--- src/rtl/mem_access.sv ---
// mem_access: memory-access stage of the RV32I pipeline (exe/mem -> mem/wb).
// Passes ALU results through to writeback and runs loads and stores on the data bus
// with a req/ack handshake. While a transaction is outstanding it stalls upstream.
//
// Ports:
//   clk_i, rst_i               clock, asynchronous active-high reset
//   reg_waddr_i/we_i/wdata_i   destination, write enable, ALU result / effective address
//   memOp_i, store_data_i      memory operation code, rs2 value for stores
//   stall_req_o                combinational stall to upstream
//   reg_waddr_o/we_o/wdata_o   registered mem/wb outputs
//   dbus_*                     registered data-bus request, ack/rdata inputs
//   misalign_o                 one-cycle misaligned-access pulse
//
// Optional feature: define MISALIGN_TRAP_EN to trap misaligned halfword/word accesses
// instead of forcing the offending low address bits to zero.
module mem_access (
   input  logic        clk_i,
   input  logic        rst_i,
   input  logic [4:0]  reg_waddr_i,
   input  logic        reg_we_i,
   input  logic [31:0] reg_wdata_i,
   input  logic [3:0]  memOp_i,
   input  logic [31:0] store_data_i,
   output logic        stall_req_o,
   output logic [4:0]  reg_waddr_o,
   output logic        reg_we_o,
   output logic [31:0] reg_wdata_o,
   output logic        dbus_req_o,
   output logic        dbus_we_o,
   output logic [31:0] dbus_addr_o,
   output logic [31:0] dbus_wdata_o,
   output logic [3:0]  dbus_be_o,
   input  logic [31:0] dbus_rdata_i,
   input  logic        dbus_ack_i,
   output logic        misalign_o
);

   typedef enum logic [0:0] {StIdle, StBusy} state_e;

   localparam logic [3:0] OpLb  = 4'd1;
   localparam logic [3:0] OpLh  = 4'd2;
   localparam logic [3:0] OpLw  = 4'd3;
   localparam logic [3:0] OpLbu = 4'd4;
   localparam logic [3:0] OpLhu = 4'd5;
   localparam logic [3:0] OpSb  = 4'd6;
   localparam logic [3:0] OpSh  = 4'd7;
   localparam logic [3:0] OpSw  = 4'd8;

   state_e      state_q, state_d;
   logic [3:0]  op_q, op_d;
   logic [1:0]  lane_q, lane_d;
   logic [4:0]  waddr_q, waddr_d;
   logic        we_q, we_d;
   logic        req_d, bus_we_d, we_o_d, misalign_d;
   logic [31:0] addr_d, bus_wdata_d, wdata_o_d;
   logic [3:0]  be_d;
   logic [4:0]  waddr_o_d;

   logic        is_load, is_store, is_mem, mis_addr, misalign;
   logic [1:0]  size;  // 0 byte, 1 half, 2 word
   logic [31:0] eff_addr, load_data;
   logic [7:0]  ld_byte;
   logic [15:0] ld_half;

   // Decode of the incoming op
   always_comb begin
      is_load  = (memOp_i >= OpLb) && (memOp_i <= OpLhu);
      is_store = (memOp_i >= OpSb) && (memOp_i <= OpSw);
      is_mem   = is_load || is_store;
      unique case (memOp_i)
         OpLb, OpLbu, OpSb: size = 2'd0;
         OpLh, OpLhu, OpSh: size = 2'd1;
         default:           size = 2'd2;
      endcase
      mis_addr = is_mem && (((size == 2'd1) && reg_wdata_i[0]) ||
                            ((size == 2'd2) && (reg_wdata_i[1:0] != 2'b00)));
`ifdef MISALIGN_TRAP_EN
      misalign = mis_addr;
`else
      misalign = 1'b0;
`endif
      // Forcing is harmless when trapping: a misaligned access never reaches the bus
      eff_addr = reg_wdata_i;
      if (size == 2'd1) eff_addr[0] = 1'b0;
      if (size == 2'd2) eff_addr[1:0] = 2'b00;
   end

   // Load formatting from the latched lane and op
   always_comb begin
      unique case (lane_q)
         2'd0:    ld_byte = dbus_rdata_i[7:0];
         2'd1:    ld_byte = dbus_rdata_i[15:8];
         2'd2:    ld_byte = dbus_rdata_i[23:16];
         default: ld_byte = dbus_rdata_i[31:24];
      endcase
      ld_half = lane_q[1] ? dbus_rdata_i[31:16] : dbus_rdata_i[15:0];
      unique case (op_q)
         OpLb:    load_data = {{24{ld_byte[7]}}, ld_byte};
         OpLbu:   load_data = {24'h0, ld_byte};
         OpLh:    load_data = {{16{ld_half[15]}}, ld_half};
         OpLhu:   load_data = {16'h0, ld_half};
         default: load_data = dbus_rdata_i;
      endcase
   end

   // Next state and outputs
   always_comb begin
      state_d     = state_q;
      op_d        = op_q;
      lane_d      = lane_q;
      waddr_d     = waddr_q;
      we_d        = we_q;
      req_d       = dbus_req_o;
      bus_we_d    = dbus_we_o;
      addr_d      = dbus_addr_o;
      bus_wdata_d = dbus_wdata_o;
      be_d        = dbus_be_o;
      waddr_o_d   = 5'd0;
      we_o_d      = 1'b0;
      wdata_o_d   = 32'd0;
      misalign_d  = 1'b0;
      stall_req_o = 1'b0;
      unique case (state_q)
         StIdle: begin
            if (misalign) begin
               misalign_d = 1'b1;
               wdata_o_d  = reg_wdata_i;
            end else if (is_mem) begin
               stall_req_o = 1'b1;
               state_d     = StBusy;
               op_d        = memOp_i;
               lane_d      = eff_addr[1:0];
               waddr_d     = reg_waddr_i;
               we_d        = reg_we_i;
               req_d       = 1'b1;
               bus_we_d    = is_store;
               addr_d      = {eff_addr[31:2], 2'b00};
               unique case (size)
                  2'd0: begin
                     be_d        = 4'b0001 << eff_addr[1:0];
                     bus_wdata_d = {4{store_data_i[7:0]}};
                  end
                  2'd1: begin
                     be_d        = 4'b0011 << {eff_addr[1], 1'b0};
                     bus_wdata_d = {2{store_data_i[15:0]}};
                  end
                  default: begin
                     be_d        = 4'b1111;
                     bus_wdata_d = store_data_i;
                  end
               endcase
            end else begin
               waddr_o_d = reg_waddr_i;
               we_o_d    = reg_we_i;
               wdata_o_d = reg_wdata_i;
            end
         end
         StBusy: begin
            stall_req_o = ~dbus_ack_i;
            if (dbus_ack_i) begin
               state_d = StIdle;
               req_d   = 1'b0;
               if (op_q <= OpLhu) begin
                  waddr_o_d = waddr_q;
                  we_o_d    = we_q;
                  wdata_o_d = load_data;
               end
            end
         end
         default: state_d = StIdle;
      endcase
   end

   always_ff @(posedge clk_i or posedge rst_i) begin
      if (rst_i) begin
         state_q      <= StIdle;
         op_q         <= 4'd0;
         lane_q       <= 2'd0;
         waddr_q      <= 5'd0;
         we_q         <= 1'b0;
         dbus_req_o   <= 1'b0;
         dbus_we_o    <= 1'b0;
         dbus_addr_o  <= 32'd0;
         dbus_wdata_o <= 32'd0;
         dbus_be_o    <= 4'd0;
         reg_waddr_o  <= 5'd0;
         reg_we_o     <= 1'b0;
         reg_wdata_o  <= 32'd0;
         misalign_o   <= 1'b0;
      end else begin
         state_q      <= state_d;
         op_q         <= op_d;
         lane_q       <= lane_d;
         waddr_q      <= waddr_d;
         we_q         <= we_d;
         dbus_req_o   <= req_d;
         dbus_we_o    <= bus_we_d;
         dbus_addr_o  <= addr_d;
         dbus_wdata_o <= bus_wdata_d;
         dbus_be_o    <= be_d;
         reg_waddr_o  <= waddr_o_d;
         reg_we_o     <= we_o_d;
         reg_wdata_o  <= wdata_o_d;
         misalign_o   <= misalign_d;
      end
   end

endmodule

--- config.mk ---
export PLATFORM = sky130hd
export DESIGN_NAME = mem_access
export DESIGN_NICKNAME = d
export VERILOG_FILES = /design/src/rtl/mem_access.sv
export SDC_FILE = /design/constraint.sdc
export NUM_CORES = 1
export LEC_CHECK = 0
export BUFFER_PORTS_ARGS = -buffer_cell sky130_fd_sc_hd__buf_2
export CAP_MARGIN = 15
export CORE_MARGIN = 5
export CORE_UTILIZATION = 44
export CTS_BUF_LIST = sky130_fd_sc_hd__clkbuf_16
export CTS_CLUSTER_SIZE = 24
export DETAILED_ROUTE_END_ITERATION = 8
export HOLD_SLACK_MARGIN = 0.12
export PLACE_DENSITY = 0.84
export SYNTH_ARGS = -nofsm -noshare
export SYNTH_HDL_FRONTEND = slang
export SYNTH_SLANG_ARGS = --single-unit
--- constraint.sdc ---
create_clock -name clk_i -period 3.3 [get_ports clk_i]
set_input_delay 0 -clock clk_i [delete_from_list [all_inputs] [get_ports clk_i]]
set_output_delay 0 -clock clk_i [all_outputs]
set_load 0.1 [all_outputs]
==> summary.md, run 1 <==
| Metric | Value |
|---|---|
| Outcome | `complete, no violations` |
| Die area | `0.0151 mm²` |
| Initial DRC Count | `648` |
| WS Path Type | `flip-flop to flip-flop` |
| Power per standard cell area | `961 mW/mm²` |
| Initial antenna violation count | `0` |
| Worst EP arrival | `3.25 ns` |
| Final WL | `21700 µm` |
| Most common cell after layout, fill and taps aside | `buf_2` |
| Routability Congestion | `0.859` |
| Max IR drop VDD | `642 µV` |
| Die Wd | `123 µm` |
| Synthesis Warnings | `0` |
| Cell variety after synth | `50` |
| Worst-Margin Slew | `1.07 ns` |
| Worst Hold Path Cells | `4` |
| Starting Density | `44.7%` |
| CTS tree | `done` |
| Fin crit period | `2.96 ns` |
| Worst reg2reg setup slack | `0.34 ns` |
| First-pass GRT wire length | `33800 µm` |
| Synth Register Bits | `119` |
| DR WL/cell | `19.9 µm` |
| Clk buf depth | `2` |
| WHS Endpoint | `reg_wdata_o[7]` |
| Final std cells w/o fill | `1091` |
| Total gr overflow | `0` |
| Final setup violation count | `0` |
| Seq/Total Area, Yosys | `53.3%` |
| Largest net degree at the start of global routing | `70` |
| GRT Max-Usage Layer | `met2` |
| Sw power | `4450 µW` |
| I/O pin total | `219` |
| Reg area | `0.00298 mm²` |
| Diodes inserted | `0` |
| IO Port Bufs | `215` |
| Clk slew on worst S/H paths | `0.06 ns` |
| Setup WS post-layout | `0.341 ns` |
| Clock skew | `0.00749 ns` |
| Met3 Track Usage GR | `10.3%` |
| Post-synth EDFFs | `0` |
| # nets final | `1015` |
| Mean Syn Cell Area | `9.51 µm²` |
| Total internal power | `3720 µW` |
| Cell area after synthesis | `0.00559 mm²` |
| Max Freq | `338 MHz` |
| DRC | `0` |
| Pre-CTS WS | `0.958 ns` |
| Total GRT Usage | `29.3%` |
| Relative slew slack | `28.7%` |
| Placed cells | `942` |
| Slew Limit Fails | `0` |
| Mapped Cells | `588` |
| DIE HEIGHT | `123 µm` |
| Final Util | `67.9%` |
| Unrepaired setup endpoints after global routing | `no` |
| P&R area growth vs syn | `52.0%` |
| Most frequent cells in the layout | `buf_2, nand2_1, dfrtp_1` |
| Post-synth top flop | `dfrtp_1` |
| Worst EP required | `3.59 ns` |
| Worst min-delay path startpoint | `dbus_rdata_i[15]` |
| FFs w/ async S/R, synth | `100%` |
| Critical Path Start Type | `flip-flop` |
| RR Endpoint | `reg_wdata_o[18]` |
| Row count | `41` |
| Via count | `6038` |
| Share of layout cells above drive strength 1 | `31.3%` |
| Cts bufs inserted | `17` |
| CTS root buf | `clkbuf_16` |
| Met1 Usage GRT | `35.2%` |
| Post-cts repair resize count | `0` |
| Combinational Power Share | `52.7%` |
| Clock share of power | `21.8%` |
| Vias/cell | `5.53` |
| # fillers | `903` |
| Core area | `0.0125 mm²` |
| Flop pwr share | `25.5%` |
| Critical path endpoint category | `flip-flop` |
| R2R cell count | `5` |
| Critical path peak fanout | `16` |
| Vias in the first global route | `6260` |
| Leakage | `0.00429 µW` |
| DP HPWL | `12700 µm` |
| Switching Fraction | `54.5%` |
| H-tree Lvls | `4` |
| Number of antenna-violating nets in the routed design | `0` |
| Hold Fails Final Rpt | `0` |
| Clk sinks | `119` |
| Hold Path Class | `input port to flip-flop` |
| RR Startpoint | `lane_q[0]` |
| DR pass1 iterations | `6` |
| Max_cap viols | `0` |
| Final TNS setup | `0 ns` |
| Tcrit/Tclk final | `89.7%` |
| Footprint of the multi-input gates | `0.00236 mm²` |
| Worst-Skew Late Latency | `0.41 ns` |
| M2 GR Usage | `46.5%` |
==> layout make-up <==
| class | count | area share [%] |
|---|---|---|
| Timing Repair Buffer | 342 | 27.5 |
| Sequential cell | 119 | 35.0 |
| Clock buffer | 17 | 5.01 |
| Clock inverter | 15 | 1.62 |
| Tap cell | 172 | 2.53 |
| Multi-Input combinational cell | 415 | 27.8 |
| Inverter | 11 | 0.515 |
==> how the worst max path moves through the flow <==
stage	from	endpoint	slack [ns]	depth (start not counted)
2_1_floorplan	rst_i	dbus_addr_o[10]	0.14	1
3_3_place_gp	memOp_i[0]	dbus_addr_o[16]	1.02	6
3_5_place_dp	lane_q[0]	reg_wdata_o[31]	0.96	4
4_1_cts	op_q[3]	reg_wdata_o[0]	0.42	5
5_1_grt	lane_q[0]	reg_wdata_o[18]	0.21	5
6_report	lane_q[0]	reg_wdata_o[18]	0.34	5
==> per-layer routing <==
layer | wire length (µm) | vias to the layer above
met5 | 0 | -
li1 | - | 2650
met4 | 961 | 0
met3 | 2580 | 102
met2 | 10100 | 465
met1 | 8080 | 2821
==> sequential cells by signal (all words and copies together) (netlist names) <==
name,flops
state_q,1
op_q,4
dbus_we_o,1
dbus_addr_o,30
dbus_req_o,1
reg_waddr_o,5
waddr_q,5
reg_wdata_o,32
dbus_be_o,4
lane_q,2
we_q,1
reg_we_o,1
dbus_wdata_o,32
==> kinds of logic after synthesis <==
family / synth area share [%]
compound gates: 16.2
xor+xnor: 0.157
mux: 6.65
buf+inv: 4.86
simple gates: 18.8
other cells: 0.0671
flops: 53.3
==> through the flow <==
step                hold WS, ns  total power [µW]  cell area (µm²)
finish                    0.231              8160             8500
global route              0.237              8440             8500
CTS                       0.205              8080             8500
detailed placement        0.218              6150             6770
global placement          0.208              6110             6770
floorplan                 0.105              5440             5600
==> power groups by stage <==
stage                     registers [µW]  logic (µW)  clock network, µW
final                               2090        4300               1780
after global placement              2070        4040                  0
after floorplan                     4590         847                  0
after global routing                2130        4450               1860
after CTS                           2060        4230               1790
after detailed placement            2080        4070                  0
==> Yosys cell counts, types with 2 or more instances <==
library cell  instances  area (µm²)
nand3_1               9        45.0
o21ai_2              10        87.6
a21oi_1              13        65.1
nor4b_1               2        17.5
nor2_1               36         135
mux4_2                5         113
o21a_1                9        67.6
buf_4                 3        22.5
o31a_1                2        17.5
mux2_2                8        90.1
a211oi_1              2        15.0
dfrtp_1             119        2980
a22o_1               11        96.3
and2_1                6        37.5
clkbuf_1             24        90.1
a31oi_1              17         106
buf_6                 2        22.5
a221o_1               7        70.1
inv_1                11        41.3
buf_2                15        75.1
mux2i_1               9        90.1
o21ai_0              44         220
o211ai_1              2        15.0
nor3_1                2        10.0
mux4_1                3        78.8
a32o_1                6        60.1
nand2_1             188         706
==> worst max-delay path, cell delays in order, from the launching register on <==
cell           delay (ns)
dfrtp_1              0.64
mux4_2               0.41
a221o_1              0.45
o21ai_4              0.54
o21ai_0              0.21
dlygate4sd3_1        0.59
==> repair_timing <==
action                                 4_1_cts  5_1_grt
endpoints found under the hold margin      187        0
hold buffers                               117        0
setup buffers                                0        0
No activity file was read; power rests on OpenSTA's default activity.
==> run 2: changes to the inputs <==
==> config.mk (replaced) <==
export PLATFORM = sky130hd
export DESIGN_NAME = mem_access
export DESIGN_NICKNAME = d
export VERILOG_FILES = /design/src/rtl/mem_access.sv
export SDC_FILE = /design/constraint.sdc
export NUM_CORES = 1
export LEC_CHECK = 0
export CAP_MARGIN = 15
export CORE_MARGIN = 5
export CORE_UTILIZATION = 55
export CTS_BUF_LIST = sky130_fd_sc_hd__clkbuf_16
export CTS_CLUSTER_SIZE = 24
export DETAILED_ROUTE_END_ITERATION = 8
export DONT_BUFFER_PORTS = 1
export HOLD_SLACK_MARGIN = 0.12
export PLACE_DENSITY = 0.81
export SETUP_SLACK_MARGIN = 0.5
export SYNTH_ARGS = -nofsm -noshare
export SYNTH_HDL_FRONTEND = slang
export SYNTH_SLANG_ARGS = --single-unit
==> run 2 against run 1 <==
Flip-flop and latch count did not move. Via count fell by 14%. Cell count fell by 23%. Core utilization rose by 8.4 points. Sequential share of layout area rose by 4.5 points. Highest routed layer unchanged. Critical endpoint is now reg_wdata_o[10]. Non-clock buffer count fell by 208. Wire length fell by 12%. Worst setup slack improved by 0.29 ns. Critical path type unchanged. First-iteration DRC count fell by 2.3%. Clock power rose by 7%.
==> summary.md, run 2 (same netlist as run 1, synthesis figures left out) <==
| Metric | Value |
|---|---|
| Final WL | `19200 µm` |
| Finished Cell Area | `0.00753 mm²` |
| # fillers | `580` |
| Area post-placement | `0.00566 mm²` |
| DIE HEIGHT | `111 µm` |
| Starting Density | `56.7%` |
| Row count | `36` |
| Tcrit/Tclk final | `81.0%` |
| CP Depth | `5` |
| Final TNS setup | `0 ns` |
| Most common cell after layout, fill and taps aside | `nand2_1` |
| CP max stage delay | `0.62 ns` |
| Diodes inserted | `0` |
| DP HPWL | `11300 µm` |
| Leakage | `0.00342 µW` |
| CTS tree | `done` |
| Post-cts repair resize count | `0` |
| DR WL/cell | `22.8 µm` |
| Post-CTS Setup Inserts | `0` |
| Cell family with most CP delay | `simple AND/OR/NAND/NOR gates` |
| # nets final | `807` |
| Largest net degree at the start of global routing | `120` |
| Largest regs | `dbus_wdata_o x32, reg_wdata_o x32, dbus_addr_o x30` |
| Buf/Inv on CP | `1` |
| Placed cells | `687` |
| Critical Path Start Type | `flip-flop` |
| Hold Fails Final Rpt | `0` |
| Slew Limit Fails | `0` |
| Unrepaired setup endpoints after global routing | `no` |
| Worst min-delay path startpoint | `memOp_i[1]` |
| Min Hold Slack | `0.153 ns` |
| Slowest CP cell | `or4b_1` |
| Number of antenna-violating nets in the routed design | `0` |
| Worst-Skew Late Latency | `0.40 ns` |
| Most frequent cells in the layout | `nand2_1, dlygate4sd3_1, dfrtp_1` |
| Power per standard cell area | `1040 mW/mm²` |
| Reg area | `0.00298 mm²` |
| Die area | `0.0123 mm²` |
| IO Port Bufs | `0` |
| Critical path endpoint category | `flip-flop` |
| Max IR drop VDD | `634 µV` |
| Footprint of the multi-input gates | `0.00238 mm²` |
| Max Freq | `374 MHz` |
| Via count | `5206` |
| Die Wd | `111 µm` |
| Cts bufs inserted | `17` |
| Critical path cell sequence | `or4b_1 > nand2_1 > a21oi_1 > o21ai_0 > dlygate4sd3_1` |
| Clk sinks | `119` |
| DR pass1 iterations | `7` |
| Initial antenna violation count | `0` |
| DRC | `0` |
| Worst EP required | `3.63 ns` |
| First-pass GRT wire length | `30700 µm` |
| Worst-Margin Slew | `1.04 ns` |
| Outcome | `complete, no violations` |
| Routability Congestion | `0.879` |
| Vias in the first global route | `5481` |
| Hold Path Class | `input port to flip-flop` |
| RR Startpoint | `op_q[3]` |
| Critical path peak fanout | `16` |
| Clk slew on worst S/H paths | `0.06 ns` |
| CTS root buf | `clkbuf_16` |
| Max_cap viols | `0` |
| Crit path to | `reg_wdata_o[10]` |
| Worst reg2reg setup slack | `0.63 ns` |
| I/O pin total | `219` |
| Initial DRC Count | `633` |
| Share of layout cells above drive strength 1 | `10.3%` |
| Total Power | `7830 µW` |
| Clock skew | `0.00935 ns` |
| Final setup violation count | `0` |
| Core area | `0.00986 mm²` |
| Relative slew slack | `30.5%` |
| Worst EP arrival | `3.00 ns` |
| Final std cells w/o fill | `844` |
| Vias/cell | `6.17` |
| Fin crit period | `2.67 ns` |
| R2R cell count | `5` |
| Total GRT Usage | `31.7%` |
| CP startpoint | `op_q[3]` |
| P&R area growth vs syn | `34.7%` |
| H-tree Lvls | `4` |
| Clk buf depth | `2` |
| WS Path Type | `flip-flop to flip-flop` |
| RR Endpoint | `reg_wdata_o[10]` |
| Total gr overflow | `0` |
-- run 2: cell count changes in the layout (fill, tap and decap cells not counted), sizes merged --
cell         before  now
buf             225   10
dlygate4sd3     117  124
bufinv            2    4
inv              13   11
clkinv            8    7
clkinvlp          3    4
-- run 2: layer usage --
| layer | GRT usage, % | part of all wire [%] | vias up |
|---|---|---|---|
| li1 | - | - | 2243 |
| met1 | 36.0 | 34 | 2481 |
| met2 | 52.7 | 50 | 407 |
| met3 | 10.9 | 11 | 75 |
| met4 | 16.8 | 4.8 | 0 |
| met5 | 0 | 0 | - |
-- run 2: power breakdown --
part | switching, µW | total (µW) | internal (µW)
sequential | 2930 | 4720 | 1780
combinational | 713 | 1210 | 499
clock | 651 | 1900 | 1250
-- run 2: tightest hold or removal path, delay by kind of cell --
family | cells | cell delay [ns]
and+or+nand+nor | 1 | 0.02
buffers and inverters | 1 | 0.16
AOI/OAI and AO/OA | 2 | 0.32
-- run 2: worst min path at each step --
stage,to,slack (ns),cells after the start
finish,dbus_wdata_o[12],0.15,4
global route,reg_wdata_o[3],0.14,3
CTS,dbus_wdata_o[12],0.12,4
detailed placement,reg_we_o,0.11,2
global placement,dbus_wdata_o[0],0.10,2
floorplan,dbus_addr_o[10],0.11,2
-- run 2: timing repair --
item                                    in CTS  in global routing
endpoints found under the setup margin       0                  1
hold buffers                               124                  0
endpoints found under the hold margin      238                  0
-- run 2: cell type report --
| class | count | share of cell area [%] |
|---|---|---|
| clock buffer | 17 | 5.65 |
| clock inverter | 15 | 2.48 |
| multi-input combinational | 415 | 31.6 |
| sequential | 119 | 39.5 |
| tap | 133 | 2.21 |
| inverter | 11 | 0.598 |
| timing repair buffer | 134 | 18.0 |
-- run 2: per-stage QoR --
| step | util (%) | setup slack (ns) |
|---|---|---|
| after floorplan | - | 1.16 |
| after global routing | 76.3 | 0.521 |
| after global placement | 57.4 | 1.01 |
| final | 76.3 | 0.628 |
| after CTS | 76.1 | 0.759 |
| after detailed placement | 57.4 | 0.921 |
